## src/rtl/gate_exerciser_pkg.sv

```systemverilog
// Shared constants, state encoding and the golden gate function for the
// gate-microtile exerciser and any future checker of the same gate block.
package gate_exerciser_pkg;

   localparam int VEC_COUNT = 16;
   localparam int VEC_W     = $clog2(VEC_COUNT);
   localparam int SETTLE_W  = 4;
   localparam int RESP_W    = 3;

   localparam int UI_START      = 0;
   localparam int UI_CONT       = 1;
   localparam int UI_SETTLE_LSB = 4;
   localparam int UIO_RESP_LSB  = 4;

   localparam int UO_BUSY    = 0;
   localparam int UO_PASS    = 1;
   localparam int UO_FAIL    = 2;
   localparam int UO_DONE    = 3;
   localparam int UO_IDX_LSB = 4;

   localparam logic [7:0] OE_DRIVE = 8'h0F;

   typedef enum logic [2:0] {
      S_IDLE,
      S_DRIVE,
      S_SETTLE,
      S_SAMPLE,
      S_DONE
   } state_t;

   // Expected gate response for stimulus {d,c,b,a}: {~d, ~c, a&b}.
   function automatic logic [RESP_W-1:0] golden(input logic [VEC_W-1:0] vec);
      return {~vec[3], ~vec[2], vec[1] & vec[0]};
   endfunction

endpackage

```

## src/rtl/gate_exerciser_check.sv

```systemverilog
// Combinational response checker: flags any difference between the gate
// response and the golden value for the applied vector.
module gate_exerciser_check
   import gate_exerciser_pkg::*;
(
   input  logic [VEC_W-1:0]  i_vec,
   input  logic [RESP_W-1:0] i_resp,
   output logic              o_mismatch
);

   assign o_mismatch = (i_resp != golden(i_vec));

endmodule

```

## src/rtl/tt_um_gate_exerciser.sv

```systemverilog
// Initiator-side exerciser: sweeps all 16 vectors into a 4-input gate block,
// waits N settle cycles per vector, and records pass/fail plus first bad vector.
module tt_um_gate_exerciser
   import gate_exerciser_pkg::*;
(
   input  logic       clk,
   input  logic       rst_n,
   input  logic       ena,
   input  logic [7:0] ui_in,
   input  logic [7:0] uio_in,
   output logic [7:0] uio_out,
   output logic [7:0] uio_oe,
   output logic [7:0] uo_out
);

   state_t              r_state;
   state_t              w_state_next;
   logic                r_start_d;
   logic [VEC_W-1:0]    r_vec;
   logic [VEC_W-1:0]    w_vec_next;
   logic [VEC_W-1:0]    r_fail_idx;
   logic [VEC_W-1:0]    w_fail_idx_next;
   logic                r_fail;
   logic                w_fail_next;
   logic [SETTLE_W-1:0] r_settle;
   logic [SETTLE_W-1:0] w_settle_next;
   logic [SETTLE_W-1:0] r_cnt;
   logic [SETTLE_W-1:0] w_cnt_next;
   logic [7:0]          r_uo_out;
   logic [7:0]          r_uio_out;
   logic [7:0]          r_uio_oe;
   logic [7:0]          w_uo_next;
   logic [7:0]          w_uio_out_next;
   logic [7:0]          w_uio_oe_next;
   logic                w_start_edge;
   logic                w_launch;
   logic                w_mismatch;
   logic                w_busy_next;
   logic                w_done_next;
   logic                w_fail_show;
   logic                w_unused;

   assign w_start_edge = ui_in[UI_START] & ~r_start_d;
   assign w_unused     = ^{ui_in[3:2], uio_in[7], uio_in[3:0]};

   gate_exerciser_check u_check (
      .i_vec      (r_vec),
      .i_resp     (uio_in[UIO_RESP_LSB +: RESP_W]),
      .o_mismatch (w_mismatch)
   );

   always_ff @(posedge clk) begin
      if (!rst_n) begin
         r_state <= S_IDLE;
      end else if (ena) begin
         r_state <= w_state_next;
      end
   end

   always_comb begin
      w_state_next    = r_state;
      w_vec_next      = r_vec;
      w_fail_next     = r_fail;
      w_fail_idx_next = r_fail_idx;
      w_settle_next   = r_settle;
      w_cnt_next      = r_cnt;
      w_launch        = 1'b0;
      case (r_state)
         S_IDLE: begin
            w_launch = w_start_edge;
         end
         S_DRIVE: begin
            w_cnt_next   = r_settle;
            w_state_next = (r_settle != '0) ? S_SETTLE : S_SAMPLE;
         end
         S_SETTLE: begin
            w_cnt_next = r_cnt - SETTLE_W'(1);
            if (r_cnt == SETTLE_W'(1)) begin
               w_state_next = S_SAMPLE;
            end
         end
         S_SAMPLE: begin
            // Only the first failing vector is kept.
            if (w_mismatch && !r_fail) begin
               w_fail_next     = 1'b1;
               w_fail_idx_next = r_vec;
            end
            if (r_vec == VEC_W'(VEC_COUNT - 1)) begin
               w_state_next = S_DONE;
            end else begin
               w_vec_next   = r_vec + VEC_W'(1);
               w_state_next = S_DRIVE;
            end
         end
         S_DONE: begin
            w_launch = w_start_edge | ui_in[UI_CONT];
         end
         default: begin
            w_state_next = S_IDLE;
         end
      endcase
      if (w_launch) begin
         w_state_next    = S_DRIVE;
         w_vec_next      = '0;
         w_fail_next     = 1'b0;
         w_fail_idx_next = '0;
         w_settle_next   = ui_in[UI_SETTLE_LSB +: SETTLE_W];
      end
   end

   // Pin values are computed from next-state so every output is a flop.
   assign w_busy_next = (w_state_next == S_DRIVE) || (w_state_next == S_SETTLE) ||
                        (w_state_next == S_SAMPLE);
   assign w_done_next = (w_state_next == S_DONE);
   assign w_fail_show = w_done_next & w_fail_next;

   always_comb begin
      w_uo_next                        = '0;
      w_uo_next[UO_BUSY]               = w_busy_next;
      w_uo_next[UO_PASS]               = w_done_next & ~w_fail_next;
      w_uo_next[UO_FAIL]               = w_fail_show;
      w_uo_next[UO_DONE]               = w_done_next;
      w_uo_next[UO_IDX_LSB +: VEC_W]   = w_fail_show ? w_fail_idx_next : '0;
      w_uio_out_next                   = '0;
      w_uio_oe_next                    = '0;
      if (w_busy_next) begin
         w_uio_out_next[VEC_W-1:0] = w_vec_next;
         w_uio_oe_next             = OE_DRIVE;
      end
   end

   always_ff @(posedge clk) begin
      if (!rst_n) begin
         r_start_d  <= 1'b0;
         r_vec      <= '0;
         r_fail     <= 1'b0;
         r_fail_idx <= '0;
         r_settle   <= '0;
         r_cnt      <= '0;
         r_uo_out   <= '0;
         r_uio_out  <= '0;
         r_uio_oe   <= '0;
      end else if (ena) begin
         r_start_d  <= ui_in[UI_START];
         r_vec      <= w_vec_next;
         r_fail     <= w_fail_next;
         r_fail_idx <= w_fail_idx_next;
         r_settle   <= w_settle_next;
         r_cnt      <= w_cnt_next;
         r_uo_out   <= w_uo_next;
         r_uio_out  <= w_uio_out_next;
         r_uio_oe   <= w_uio_oe_next;
      end
   end

   assign uo_out  = r_uo_out;
   assign uio_out = r_uio_out;
   assign uio_oe  = r_uio_oe;

endmodule
```

## config.mk

```make
export PLATFORM = sky130hd
export DESIGN_NAME = tt_um_gate_exerciser
export DESIGN_NICKNAME = d
export VERILOG_FILES = /design/src/rtl/gate_exerciser_pkg.sv /design/src/rtl/gate_exerciser_check.sv /design/src/rtl/tt_um_gate_exerciser.sv
export SDC_FILE = /design/constraint.sdc
export NUM_CORES = 1
export LEC_CHECK = 0
export BUFFER_PORTS_ARGS = -buffer_cell sky130_fd_sc_hd__buf_4
export CORE_MARGIN = 3
export CORE_UTILIZATION = 45
export DETAILED_ROUTE_END_ITERATION = 16
export HOLD_SLACK_MARGIN = 0.02
export PLACE_DENSITY = 0.69
export SLEW_MARGIN = 25
export SYNTH_ARGS = -nofsm -noshare
export SYNTH_HDL_FRONTEND = slang
export SYNTH_SLANG_ARGS = --single-unit
```

## constraint.sdc

```tcl
create_clock -name clk -period 4.1 [get_ports clk]
set_input_delay 0 -clock clk [delete_from_list [all_inputs] [get_ports clk]]
set_output_delay 0 -clock clk [all_outputs]
set_load 0.02 [all_outputs]
```

==> impl_metrics.py <==
metrics = {
    "run_status": {
        "status": "finished, final reports clean",
    },
    "global_routing": {
        "grt_max_degree": 38,
        "grt-ovfl-total": 0,
        "grt_usage_pct": 16.1,
        "grt_pass1_wl_um": 5610,
        "grt_pass1_vias": 1228,
        "antenna_found_initial": 0,
    },
    "place": {
        "port_buffers": 27,
        "place_ws_ns": 2.25,
        "hpwl_um": 2380,
        "placed_cell_area_um2": 1870,
        "gp_congestion": 0.762,
    },
    "timing": {
        "skew_ns": 0.00143,
        "hold_viol": 0,
        "period_share_pct": 46.0,
        "fin_crit_ns": 1.89,
        "rsz0062_at_grt": "false",
        "tns_ns": 0,
        "fmax_ghz": 0.530,
        "setup_viol": 0,
        "drv_slew": 0,
        "worst_slack_ns": 2.21,
    },
    "min_path": {
        "hold_class": "in -> reg",
    },
    "clock_tree": {
        "clockBufferDepth": 2,
        "clock_sinks": 33,
        "post_cts_buffers": 0,
        "cts_made_buffers": 5,
        "clk_latency_ns": 0.27,
        "clk_pin_slew_ns": 0.06,
        "h-tree-depth": 2,
        "root_buffer": "clkbuf_8",
        "cts.repair.resized": 0,
        "cts_tree": "yes",
    },
    "route": {
        "vias_per_cell": 5.28,
        "wl_per_cell_um": 12.9,
        "drt_iter0_drc": 80,
        "vias": 1437,
        "first_pass_iters": 4,
        "wl_um": 3510,
        "final_antenna_net_count": 0,
        "drc": 0,
    },
    "cells_and_area": {
        "final_common_cell": "dfxtp_1",
        "final_cell_area_um2": 2000,
        "diodes": 0,
        "drive_above_1_share_pct": 16.5,
        "area_delta_synth_final_pct": 13.4,
        "final_nets": 245,
        "finalCoreUtilization_pct": 53.9,
        "final_cell_mix": "33 x dfxtp_1, 27 x buf_4, 14 x nand2_1, 12 x nor2_1, 11 x nand3_1",
    },
    "critical_path": {
        "required_ns": 4.27,
        "worst-path-max-fanout": 7,
        "ff2ff_path_depth": 6,
        "critPathMaxStageDelay_ns": 0.47,
        "cpMaxStageDelayCell": "dfxtp_1",
        "cp_cell_sequence": "ha_1 > xnor2_1 > a31oi_2 > o21ai_1 > and2_1 > a32o_1",
        "critPathKind": "reg -> reg",
        "crit_end": "r_fail_idx[0]$_SDFFE_PN0P_",
        "cp-end-kind": "flop",
        "crit_start": "r_vec[0]$_SDFFE_PN0P_",
        "r2r_setup_slack_ns": 2.21,
        "crit-reg2reg-capture": "r_fail_idx[0]$_SDFFE_PN0P_",
        "path_buf_inv": 0,
        "worstReg2RegStart": "r_vec[0]$_SDFFE_PN0P_",
        "path_delay_family": "compound AO/OA/AOI/OAI gates",
        "cp-start-kind": "flop",
        "worst_ep_arrival_time_ns": 2.06,
        "cp_num_cells": 6,
    },
    "synth": {
        "synth_edf_count": 0,
        "synth-seq-area-share_pct": 37.4,
        "synthCells": 205,
        "async_reset_ff_share_pct": 0,
        "ys_warn_count": 0,
        "ys_ff_latch": 33,
        "synth-main-ff-cell": "dfxtp_1",
        "syn_area_per_cell_um2": 8.62,
        "syn_area_um2": 1770,
        "ys_types": 51,
    },
    "power": {
        "vdd_drop_max_mv": 0.181,
        "cellPowerDensity_nw_per_um2": 327,
        "leakagePower_nw": 0.767,
    },
    "floorplan": {
        "ios": 43,
        "die_h_um": 68.7,
        "num_rows": 22,
        "initial_core_util_pct": 47.5,
        "die_width_um": 68.7,
        "design.core.area_um2": 3720,
        "die-area_um2": 4710,
    },
    "flow_run": {
        "max_cap_violations": 0,
    },
}
## per-layer routing
metal / share of wire, % / track usage, % / wire length [um]
met1: 50 / 21.2 / 1740
met2: 46 / 24.3 / 1610
met3: 3.7 / 5.83 / 130
met4: 0.91 / 5.21 / 32
met5: 0 / 0 / 0
## cells by family (layout without fill, tap and decap cells)
logic type               count (synthesis)  in the layout  synth area share [%]
multiplexers                             6              6                  3.47
XOR/XNOR                                 4              4                  1.98
AND/OR/NAND/NOR                         73             73                  23.0
buffers and inverters                   32             44                  11.2
flip-flops                              33             33                  37.4
other                                    1              8                 0.212
AO/OA/AOI/OAI                           53             53                  20.6
adder cells (fa/ha/maj)                  3              3                  2.12
## power breakdown
group          internal [mW]  total (mW)  switching, mW
registers              0.328       0.337        0.00860
clock network          0.120       0.227          0.106
logic                 0.0367      0.0922         0.0555
## sequential cells by signal, indices dropped and copies added, names as in the netlist
register	count
r_state	3
r_start_d	1
r_fail	1
uio_out	4
r_settle	4
r_fail_idx	4
r_cnt	4
uo_out	8
r_vec	4
## synthesized netlist by cell type (3+ instances only)
cell type  number  area, um^2
buf_6           3        33.8
ha_1            3        37.5
buf_2           5        25.0
o21ai_0         6        30.0
a21boi_0        6        45.0
nand3_1        11        55.1
clkbuf_1        7        26.3
a32o_1          5        50.1
nand2_1        14        52.6
o21ai_1        10        50.1
nor2b_1         9        56.3
and2_1          6        37.5
buf_4          13        97.6
a21oi_1         8        40.0
inv_1           3        11.3
nor3_1          3        15.0
dfxtp_1        33         661
a21boi_1        3        22.5
nor2_1         12        45.0
nand4_1         3        18.8
mux2i_1         5        50.1
## per-stage QoR
step | std cells | power (mW) | hold slack [ns]
finish | 272 | 0.655 | 0.0893
CTS | 272 | 0.665 | 0.0840
global placement | 259 | 0.431 | 0.270
detailed placement | 259 | 0.432 | 0.275
global route | 272 | 0.696 | 0.0970
floorplan | 212 | 0.419 | 0.156
## what timing repair did
item,4_1_cts,5_1_grt
hold endpoints to repair,5,0
setup endpoints to repair,0,0
hold buffers,5,0
## worst min path at each step
stage	slack, ns	cells past startpoint	start	endpoint
2_1_floorplan	0.16	2	ui_in[7]	r_settle[3]$_SDFFE_PN0P_
3_3_place_gp	0.27	3	ui_in[0]	r_start_d$_SDFFE_PN0P_
3_5_place_dp	0.27	3	ui_in[0]	r_start_d$_SDFFE_PN0P_
4_1_cts	0.08	2	ena	r_state[0]$_SDFFE_PN0P_
5_1_grt	0.1	2	ena	uio_out[0]$_SDFFE_PN0P_
6_report	0.09	2	ena	uio_out[0]$_SDFFE_PN0P_
## cell type report
type,instances,area (um^2)
multi-input combinational,147,935
inverter,4,15.0
timing repair buffer,32,253
sequential,33,661
clock buffer,8,80.1
tap,48,60.1
fill,374,1710
Power figures use the tool's default switching activity.
